===== config.mk =====
export PLATFORM = sky130hd
export DESIGN_NAME = mem_arbiter_flat
export DESIGN_NICKNAME = d
export VERILOG_FILES = /design/src/rtl/cpu_types_pkg.sv /design/src/rtl/mem_arbiter_if.sv /design/src/rtl/rr_picker.sv /design/src/rtl/mem_arbiter.sv /design/src/flat_wrapper.sv
export SDC_FILE = /design/constraint.sdc
export NUM_CORES = 1
export LEC_CHECK = 0
export ABC_AREA = 1
export BUFFER_PORTS_ARGS = -buffer_cell sky130_fd_sc_hd__buf_4
export CORE_AREA = 2 2 128 130
export CTS_BUF_LIST = sky130_fd_sc_hd__clkbuf_8
export DETAILED_ROUTE_END_ITERATION = 10
export DIE_AREA = 0 0 130 132
export PLACE_DENSITY = 0.71
export RECOVER_POWER = 25
export SYNTH_ARGS = -nofsm -noshare
export SYNTH_HDL_FRONTEND = slang
export SYNTH_SLANG_ARGS = --single-unit

===== constraint.sdc =====
create_clock -name CLK -period 3.05 [get_ports CLK]
set_input_delay 0 -clock CLK [delete_from_list [all_inputs] [get_ports CLK]]
set_output_delay 0 -clock CLK [all_outputs]
set_load 0.005 [all_outputs]

===== src/rtl/cpu_types_pkg.sv =====
// Shared CPU types: word type plus memory
// arbiter owner and state encodings.
package cpu_types_pkg;

  typedef logic [31:0] word_t;

  typedef enum logic [1:0] {
    OWN_I0 = 2'd0,
    OWN_I1 = 2'd1,
    OWN_D  = 2'd2
  } arb_owner_t;

  typedef enum logic [0:0] {
    IDLE   = 1'b0,
    ACCESS = 1'b1
  } arb_state_t;

endpackage


===== src/rtl/mem_arbiter_if.sv =====
// Requester and RAM side signals of the
// memory arbiter, bundled with modports.
interface mem_arbiter_if;
  import cpu_types_pkg::*;

  logic [1:0]  iREN;
  word_t [1:0] iaddr;
  logic [1:0]  iwait;
  word_t [1:0] iload;
  logic        dREN;
  logic        dWEN;
  word_t       daddr;
  word_t       dstore;
  logic        dwait;
  word_t       dload;
  logic        ramREN;
  logic        ramWEN;
  word_t       ramaddr;
  word_t       ramstore;
  word_t       ramload;
  logic        ramwait;
  logic        timeout_err;

  modport slave (
    input  iREN, iaddr, dREN, dWEN,
    input  daddr, dstore,
    input  ramload, ramwait,
    output iwait, iload, dwait, dload,
    output ramREN, ramWEN,
    output ramaddr, ramstore,
    output timeout_err
  );

  modport master (
    output iREN, iaddr, dREN, dWEN,
    output daddr, dstore,
    output ramload, ramwait,
    input  iwait, iload, dwait, dload,
    input  ramREN, ramWEN,
    input  ramaddr, ramstore,
    input  timeout_err
  );

endinterface


===== src/rtl/rr_picker.sv =====
// Two-way round-robin pick; the pointer
// register itself lives in the parent.
module rr_picker (
  input  logic [1:0] i_req,
  input  logic       i_ptr,
  output logic       o_pick,
  output logic       o_ptr_nxt
);

  assign o_pick    = i_req[i_ptr] ? i_ptr : ~i_ptr;
  assign o_ptr_nxt = ~o_pick;

endmodule


===== src/rtl/mem_arbiter.sv =====
// Shares one RAM port between two fetch
// ports and the data port, one access at a time.
module mem_arbiter
  import cpu_types_pkg::*;
#(
  parameter int STARVE_LIMIT   = 4,
  parameter int TIMEOUT_CYCLES = 1024
) (
  input  logic CLK,
  input  logic RST,
  mem_arbiter_if.slave bus
);

  localparam int SW = $clog2(STARVE_LIMIT + 1);
  localparam int TW = $clog2(TIMEOUT_CYCLES + 1);
  localparam logic [SW-1:0] ST_MAX =
    SW'(STARVE_LIMIT);
  localparam logic [TW-1:0] TO_MAX =
    TW'(TIMEOUT_CYCLES);
  localparam logic [TW-1:0] TO_LAST =
    TW'(TIMEOUT_CYCLES - 1);

  arb_state_t r_state;
  arb_owner_t r_owner;
  word_t      r_addr;
  word_t      r_store;
  logic       r_wr;
  logic       r_rr_ptr;
  logic [SW-1:0] r_starve;
  logic [TW-1:0] r_to_cnt;
  logic       r_to_err;

  logic w_idle;
  logic w_access;
  logic w_any_i;
  logic w_any_d;
  logic w_grant_i;
  logic w_grant_d;
  logic w_pick;
  logic w_ptr_nxt;
  logic w_done;
  logic [1:0] w_iwait;

  rr_picker u_rr (
    .i_req     (bus.iREN),
    .i_ptr     (r_rr_ptr),
    .o_pick    (w_pick),
    .o_ptr_nxt (w_ptr_nxt)
  );

  assign w_idle   = (r_state == IDLE);
  assign w_access = (r_state == ACCESS);
  assign w_any_i  = |bus.iREN;
  assign w_any_d  = bus.dREN | bus.dWEN;

  // Starved fetch beats data; else data first.
  assign w_grant_i = w_idle && w_any_i &&
    ((r_starve == ST_MAX) || !w_any_d);
  assign w_grant_d = w_idle && w_any_d &&
    !w_grant_i;

  // FSM and request latches for the access.
  always_ff @(posedge CLK or posedge RST) begin
    if (RST) begin
      r_state <= IDLE;
      r_owner <= OWN_I0;
      r_addr  <= '0;
      r_store <= '0;
      r_wr    <= 1'b0;
    end else begin
      unique case (r_state)
        IDLE: begin
          if (w_grant_i) begin
            r_owner <= w_pick ? OWN_I1 : OWN_I0;
            r_addr  <= bus.iaddr[w_pick];
            r_store <= '0;
            r_wr    <= 1'b0;
            r_state <= ACCESS;
          end else if (w_grant_d) begin
            r_owner <= OWN_D;
            r_addr  <= bus.daddr;
            r_store <= bus.dstore;
            r_wr    <= bus.dWEN;
            r_state <= ACCESS;
          end
        end
        ACCESS: begin
          if (!bus.ramwait) r_state <= IDLE;
        end
        default: r_state <= IDLE;
      endcase
    end
  end

  // Round-robin pointer and starvation count.
  always_ff @(posedge CLK or posedge RST) begin
    if (RST) begin
      r_rr_ptr <= 1'b0;
      r_starve <= '0;
    end else if (w_grant_i) begin
      r_rr_ptr <= w_ptr_nxt;
      r_starve <= '0;
    end else if (w_idle && !w_any_i) begin
      r_starve <= '0;
    end else if (w_grant_d && r_starve != ST_MAX) begin
      r_starve <= r_starve + SW'(1);
    end
  end

  // RAM stall counter and sticky timeout flag.
  always_ff @(posedge CLK or posedge RST) begin
    if (RST) begin
      r_to_cnt <= '0;
      r_to_err <= 1'b0;
    end else if (w_grant_i || w_grant_d) begin
      r_to_cnt <= '0;
    end else if (w_access && bus.ramwait &&
                 r_to_cnt != TO_MAX) begin
      r_to_cnt <= r_to_cnt + TW'(1);
      if (r_to_cnt == TO_LAST) r_to_err <= 1'b1;
    end
  end

  assign w_done = w_access && !bus.ramwait;

  assign w_iwait[0] = !(w_done && r_owner == OWN_I0);
  assign w_iwait[1] = !(w_done && r_owner == OWN_I1);

  assign bus.iwait    = w_iwait;
  assign bus.iload[0] = w_iwait[0] ? '0 : bus.ramload;
  assign bus.iload[1] = w_iwait[1] ? '0 : bus.ramload;
  assign bus.dwait    = !(w_done && r_owner == OWN_D);
  assign bus.dload    = bus.dwait ? '0 : bus.ramload;

  assign bus.ramREN   = w_access && !r_wr;
  assign bus.ramWEN   = w_access && r_wr;
  assign bus.ramaddr  = r_addr;
  assign bus.ramstore = r_store;
  assign bus.timeout_err = r_to_err;

endmodule


===== src/flat_wrapper.sv =====
// flat-port wrapper written by rule: the top's interface ports become plain ports
module mem_arbiter_flat import cpu_types_pkg::*;
#(
  parameter int STARVE_LIMIT   = 4,
  parameter int TIMEOUT_CYCLES = 1024
)
  (CLK, RST, bus_iREN, bus_iaddr, bus_dREN, bus_dWEN, bus_daddr, bus_dstore, bus_ramload, bus_ramwait, bus_iwait, bus_iload, bus_dwait, bus_dload, bus_ramREN, bus_ramWEN, bus_ramaddr, bus_ramstore, bus_timeout_err);
  mem_arbiter_if bus_i ();
  input  logic CLK;
  input  logic RST;
  input wire logic [$bits(bus_i.iREN)-1:0] bus_iREN;
  input wire logic [$bits(bus_i.iaddr)-1:0] bus_iaddr;
  input wire logic [$bits(bus_i.dREN)-1:0] bus_dREN;
  input wire logic [$bits(bus_i.dWEN)-1:0] bus_dWEN;
  input wire logic [$bits(bus_i.daddr)-1:0] bus_daddr;
  input wire logic [$bits(bus_i.dstore)-1:0] bus_dstore;
  input wire logic [$bits(bus_i.ramload)-1:0] bus_ramload;
  input wire logic [$bits(bus_i.ramwait)-1:0] bus_ramwait;
  output wire logic [$bits(bus_i.iwait)-1:0] bus_iwait;
  output wire logic [$bits(bus_i.iload)-1:0] bus_iload;
  output wire logic [$bits(bus_i.dwait)-1:0] bus_dwait;
  output wire logic [$bits(bus_i.dload)-1:0] bus_dload;
  output wire logic [$bits(bus_i.ramREN)-1:0] bus_ramREN;
  output wire logic [$bits(bus_i.ramWEN)-1:0] bus_ramWEN;
  output wire logic [$bits(bus_i.ramaddr)-1:0] bus_ramaddr;
  output wire logic [$bits(bus_i.ramstore)-1:0] bus_ramstore;
  output wire logic [$bits(bus_i.timeout_err)-1:0] bus_timeout_err;
  assign bus_i.iREN = bus_iREN;
  assign bus_i.iaddr = bus_iaddr;
  assign bus_i.dREN = bus_dREN;
  assign bus_i.dWEN = bus_dWEN;
  assign bus_i.daddr = bus_daddr;
  assign bus_i.dstore = bus_dstore;
  assign bus_i.ramload = bus_ramload;
  assign bus_i.ramwait = bus_ramwait;
  assign bus_iwait = bus_i.iwait;
  assign bus_iload = bus_i.iload;
  assign bus_dwait = bus_i.dwait;
  assign bus_dload = bus_i.dload;
  assign bus_ramREN = bus_i.ramREN;
  assign bus_ramWEN = bus_i.ramWEN;
  assign bus_ramaddr = bus_i.ramaddr;
  assign bus_ramstore = bus_i.ramstore;
  assign bus_timeout_err = bus_i.timeout_err;
  mem_arbiter #(.STARVE_LIMIT(STARVE_LIMIT), .TIMEOUT_CYCLES(TIMEOUT_CYCLES)) u_core (.CLK(CLK), .RST(RST), .bus(bus_i));
endmodule

Word level (Yosys, flattened, before mapping)
Cells that the tools add are included.
Cells by class
  bitwise operators: 5
  eq/ne operators: 6
  reductions and logical operators: 31
  magnitude comparators: 2
  multiplexer cells: 26
  add/subtract/negate cells: 2
Operators by type and width (count)
  $mux W32: 9
  $mux W11: 2
  $logic_and A1 B1 Y1: 14
  $add A11 B1 Y11 const B: 1
  $eq A11 B10 Y1 const B: 1
  $ne A11 B11 Y1 const B: 1
  $mux W1: 9
  $mux W3: 3
  $logic_not A1 Y1: 8
  $lt A1 B2 Y1 const B: 2
  $mux W2: 2
  $not A1 Y1: 4
  $reduce_bool A2 Y1: 2
  $add A3 B1 Y3 const B: 1
  $eq A3 B3 Y1 const B: 1
  $ne A3 B3 Y1 const B: 1
  $reduce_and A3 Y1: 1
  $reduce_bool A3 Y1: 1
  $eq A2 B1 Y1 const B: 1
  $eq A2 B2 Y1 const B: 1
  $logic_not A2 Y1: 1
  $logic_or A1 B1 Y1: 2
  $pmux W1 S2: 1
  $reduce_and A2 Y1: 1
  2 further kinds: 2
Word-level totals
  word-level logic and storage cells: 81
  register bits after elaboration: 84
  output and inout port bits: 166

Logic depth before layout (Yosys ltp)
  word-level depth: 10
  gate-level depth with buffers: 11
  gate-level depth less buffers: 10

Modules after synthesis
A second synthesis with hierarchy kept.
Second synthesis, totals
  cell total of the unflattened synthesis: 645
  area, all modules: 4664.5 sq um
Modules (own cells, without submodules)
  mem_arbiter: area each 4636.9 sq um, instances 1, cells each 638
  rr_picker: area each 27.5 sq um, instances 1, cells each 7

Worst setup path after synthesis
No wires, ideal clock.
  path type: register to register
  start point: register u_core.r_starve[0]
  end point: register u_core.r_store[10] (netlist: u_core.bus.ramstore[10])
  path buffers: 1
  library setup time: 0.066 ns
  required time: 2.984 ns
  path slack: 1.617 ns
  period minus slack after synthesis: 1.433 ns
  data arrival time: 1.367 ns
  stages on the path, launching flop included: 11
  cell sequence: dfrtp_1 > inv_1 > ha_1 > nand2_1 > inv_1 > nor2_2 > nor2_8 > nor2_8 > buf_6 > nand2_1 > nand2_1
Between the ends
  word-level cells in the longest chain between the ends: 7
  elaborated cells on any way between the ends: 8
  those cells by class: eq/ne (1); mux (1); reduce/logical (6)
RTL lines
  start, declared: RTL line mem_arbiter.sv:29  | logic [SW-1:0] r_starve;
  start signal, assigned: RTL line mem_arbiter.sv:106  | r_starve <= r_starve + SW'(1);
  $eq A3 B3 Y1 (*): RTL line mem_arbiter.sv:58  | ((r_starve == ST_MAX) || !w_any_d);
  $logic_or A1 B1 Y1 (*): RTL line mem_arbiter.sv:58
  $logic_and A1 B1 Y1 (*): RTL line mem_arbiter.sv:57  | assign w_grant_i = w_idle && w_any_i &&
  $logic_not A1 Y1: RTL line mem_arbiter.sv:60  | !w_grant_i;
  $logic_and A1 B1 Y1: RTL line mem_arbiter.sv:59  | assign w_grant_d = w_idle && w_any_d &&
  $reduce_bool A2 Y1 (no line)
  $reduce_and A2 Y1 (no line)
  end signal, assigned: RTL line mem_arbiter.sv:82  | r_store <= bus.dstore;
  end, declared: RTL line mem_arbiter.sv:26  | word_t r_store;
Mark *: on every way between the ends. The rest lies on a longest branch, timed or not.
A chain may end at the register's enable or synchronous reset.

Final worst setup path
  start point: register u_core.r_rr_ptr
  end point: register u_core.r_addr[1] (netlist: u_core.bus.ramaddr[1])
Between the ends
  word-level cells in the longest chain between the ends: 6
  elaborated cells on any way between the ends: 7
  those cells by class: mux (6); bitwise (1)
RTL lines
  start, declared: RTL line mem_arbiter.sv:28  | logic r_rr_ptr;
  start signal, assigned: RTL line mem_arbiter.sv:101  | r_rr_ptr <= w_ptr_nxt;
  $mux W1 (not written as such) (2 in a row): RTL line rr_picker.sv:10  | assign o_pick = i_req[i_ptr] ? i_ptr : ~i_ptr;
  $mux W1 (*): RTL line rr_picker.sv:10
  $mux W32 (not written as such) (*) (2 in a row): RTL line mem_arbiter.sv:75  | r_addr <= bus.iaddr[w_pick];
  $mux W32 (*): RTL line mem_arbiter.sv:73  | if (w_grant_i) begin
  end signal, assigned: RTL line mem_arbiter.sv:75
  end signal, assigned: RTL line mem_arbiter.sv:81  | r_addr <= bus.daddr;
  end, declared: RTL line mem_arbiter.sv:25  | word_t r_addr;
Mark *: on every way between the ends. The rest lies on a longest branch, timed or not. The select of a mux whose other input is x is not followed.

==> results.txt <==
----------------------------------------------------
[Floorplanning]
  Core box area ... 0.0157 sq mm
  Height of the chip ... 132 um
  Starting Density ... 31.3%
  Number of rows created at floorplan ... 46
  Number of top-level design ports ... 333
  Area enclosed by the die boundary ... 0.0172 sq mm
  Die X ... 130 um

[Worst hold path]
  Worst min-delay path class ... in2reg
  Worst Min Path Start ... bus_iaddr[40]

[Global routing]
  Layer with the highest usage after global routing ... met2
  Maximum number of pins on one net before global-route repair ... 51
  Number of antenna violations at the first check in global routing ... 2
  Wire length of the first global-routing pass ... 29.5 mm
  GR Overflow Total ... 0
  Met1 GRT Util ... 22.9%
  Met2 layer usage reported by global route ... 41.0%
  All-Layer GR Usage ... 21.4%
  Met3 Usage GRT ... 5.64%
  Vias in the first global route ... 6030

[Clocking]
  Hold-fix buffer count after cts ... 87
  Register clock-pin slew on the reported worst setup and hold paths ... 0.09 ns
  Number of cells upsized or downsized after cts ... 0
  Worst-skew pair later-pin latency ... 0.35 ns
  TritonCTS clock tree ... yes
  Number of H-tree levels ... 3
  Total CTS buffers ... 9
  Post-CTS Setup Inserts ... 0
  Cell at the root of the clock tree ... clkbuf_8
  Maximum number of buffers from clock root to sink ... 2
  Clock sink count ... 84

[Setup path]
  Worst EP arrival ... 2.79 ns
  Worst flop-to-flop path startpoint ... u_core.r_rr_ptr
  Required time worst endpoint ... 3.34 ns
  Kind of end point of the critical path ... register
  Critical path class ... reg2reg
  Number of buffers and inverters on the critical path ... 2
  Critical Path Source Type ... register
  Worst path top cell family by delay ... simple AND/OR/NAND/NOR gates
  Setup slack of the worst register-to-register path ... 0.56 ns
  Cell with the biggest individual delay on the critical path ... nand2_1
  Crit-path max FO ... 32
  Most repeated library cell on the critical path ... nand2_1
  Worst stage delay on the critical path ... 0.83 ns
  Worst-path cell chain ... inv_1, nand2_1, nand2_1, nand2_1, nand2_1, nand2_1, a21oi_1, dlygate4sd3_1
  Timing startpoint of the critical path ... u_core.r_rr_ptr

[Route]
  Wirelength per Cell ... 13.8 um
  Drt total wl ... 19.0 mm
  First DRT Iteration DRCs ... 222
  First-pass DRT Iterations ... 4
  Average vias per placed instance ... 4.47
  Total number of vias ... 6141
  Remaining design rule violation count ... 0
  Number of routed nets with antenna violations ... 0

[STA]
  Setup violators final ... 0
  Pin slew with the least headroom to its limit ... 2.23 ns
  Least setup slack across all paths after layout ... 0.556 ns
  Number of endpoints with negative hold slack in the final report ... 0
  Highest clock frequency the design can meet ... 0.401 GHz
  Pins over their slew limit ... 51
  Total negative slack for setup checks ... 0 ns
  Unrepaired setup endpoints after global routing ... no
  Final critical path time including I/O delays and setup ... 2.49 ns
  Clock Skews ... 0.00930 ns
  Worst slew slack as a fraction of its limit ... -49.2%
  Final worst path period share ... 81.8%

[Cells and area]
  Number of fillers in the final layout ... 1522
  Area occupied by registers ... 0.00210 sq mm
  Post-Layout Inst Area ... 0.00851 sq mm
  Multi-input combinational cell area ... 0.00238 sq mm
  # nets final ... 1325
  Most used cells in the layout excluding fill and tap cells ... nand2_1, buf_4, nor2_1, dlygate4sd3_1, dfrtp_1
  Share of post-route cells with drive strength above 1 ... 29.9%
  Count of inserted antenna diode cells ... 0
  Final core utilization ... 54.2%
  Area growth syn-to-layout ... 72.9%
  Most frequent standard cell in the layout excluding fill and tap cells ... nand2_1

[Status]
  Outcome ... finished, violations left
  Violated checks ... capacitance limit, slew limit

[Yosys]
  Fraction of post-synthesis cell area in the top cell type by area ... 42.7%
  Synthesis-stage register bit count ... 84
  Net Count, Synth ... 921
  Largest cells by area after synthesis ... dfrtp_1, nand2_1, nor2_1
  Cells after Synth ... 750
  Post-Synthesis Cell Area ... 0.00492 sq mm
  Number of library cell types mapped by synthesis ... 25
  Yosys warning total ... 0
  Cell type contributing the most total cell area after synthesis ... dfrtp_1
  Average cell area after synthesis ... 6.56 sq um
  Register area share after synthesis ... 42.7%

[Place]
  Setup slack at placement ... 1.07 ns
  RePlAce Congestion ... 0.829
  DP Area ... 0.00752 sq mm
  Port bufs ... 332
  HPWL after detailed placement ... 13.6 mm

[Flow run]
  Max-cap violation count ... 1

[Power and ir drop]
  Net switching component of the power ... 2.35 mW
  Sequential cell fraction of total power ... 32.9%
  Power per cell area ... 674 mW/mm^2
  Combinational share of power ... 52.8%
  Leakage power of the design ... 4.79 nW
  Part of the total power dissipated in the clock network ... 14.3%
  Design internal power ... 3.39 mW
  Switching share of power ... 40.9%
  Max rail drop VDD ... 0.000442 V

----------------------------------------------------
-- Yosys cell counts (all sizes together) --
library cell	count
a21oi	16
o21bai	2
o21a	1
xor2	2
ha	4
clkbuf	3
o21ai	23
dfrtp	84
xnor2	2
buf	31
inv	57
nor2	140
nand2	356
nand3	28
nand4	1
-- final timing paths --
check,endpoint,cells past startpoint
max,u_core.bus.ramaddr[1],8
min,u_core.bus.ramaddr[8],5
max reg2reg,u_core.bus.ramaddr[1],8
min reg2reg,u_core.bus.ramstore[6],2
max in group asynchronous,u_core.bus.ramaddr[16],4
min in group asynchronous,u_core.bus.ramstore[31],3
-- power groups by stage --
stage	registers [mW]	logic, mW	clock network (mW)
CTS	1.89	3.14	0.853
global route	1.95	3.36	0.886
detailed placement	1.89	2.86	0
finish	1.89	3.03	0.821
floorplan	1.90	1.49	0
global placement	1.90	2.81	0
-- flip-flops by register name, indices dropped and copies added, names as in the netlist --
name                    flops
u_core.bus.ramaddr         32
u_core.bus.ramstore        32
u_core.bus.timeout_err      1
u_core.r_owner              2
u_core.r_rr_ptr             1
u_core.r_starve             3
u_core.r_state              1
u_core.r_to_cnt            11
u_core.r_wr                 1
-- layout make-up --
type | instances | share of cell area [%]
Inverter | 57 | 2.53
Clock inverter | 6 | 0.735
Tap cell | 216 | 3.18
Sequential cell | 84 | 24.7
Clock buffer | 10 | 1.62
Timing Repair Buffer | 427 | 39.3
Multi-Input combinational cell | 575 | 28.0
-- worst min-delay path, cell delays in order --
cell	delay [ns]
buf_4	0.11
nand2_1	0.05
nand2_1	0.06
nand2_1	0.05
a21oi_1	0.07
-- cell families (layout without fill, tap and decap cells) --
family	Yosys count	count (layout)	share of synthesized area (%)
AOI/OAI and AO/OA	42	42	4.88
adders and majority gates	4	4	1.02
buffers and inverters	91	500	8.92
DFF	84	84	42.7
xor gates and xnor gates	4	4	0.712
and+or+nand+nor	525	525	41.8
-- per-layer routing --
layer	vias up	share of wire [%]
met1	2832	38
met3	25	7.3
li1	3059	-
met5	-	0.12
met4	4	1.6
met2	221	52
-- metrics by stage --
| stage | cells | hold WS [ns] | power (mW) |
|---|---|---|---|
| 2_1_floorplan | 750 | 0.110 | 3.38 |
| 3_3_place_gp | 1272 | 0.192 | 4.71 |
| 3_5_place_dp | 1272 | 0.198 | 4.76 |
| 4_1_cts | 1375 | 0.00456 | 5.88 |
| 5_1_grt | 1375 | 0.0422 | 6.20 |
| 6_report | 1375 | 0.0248 | 5.73 |
Note: power is estimated with default switching activity, not from simulation.
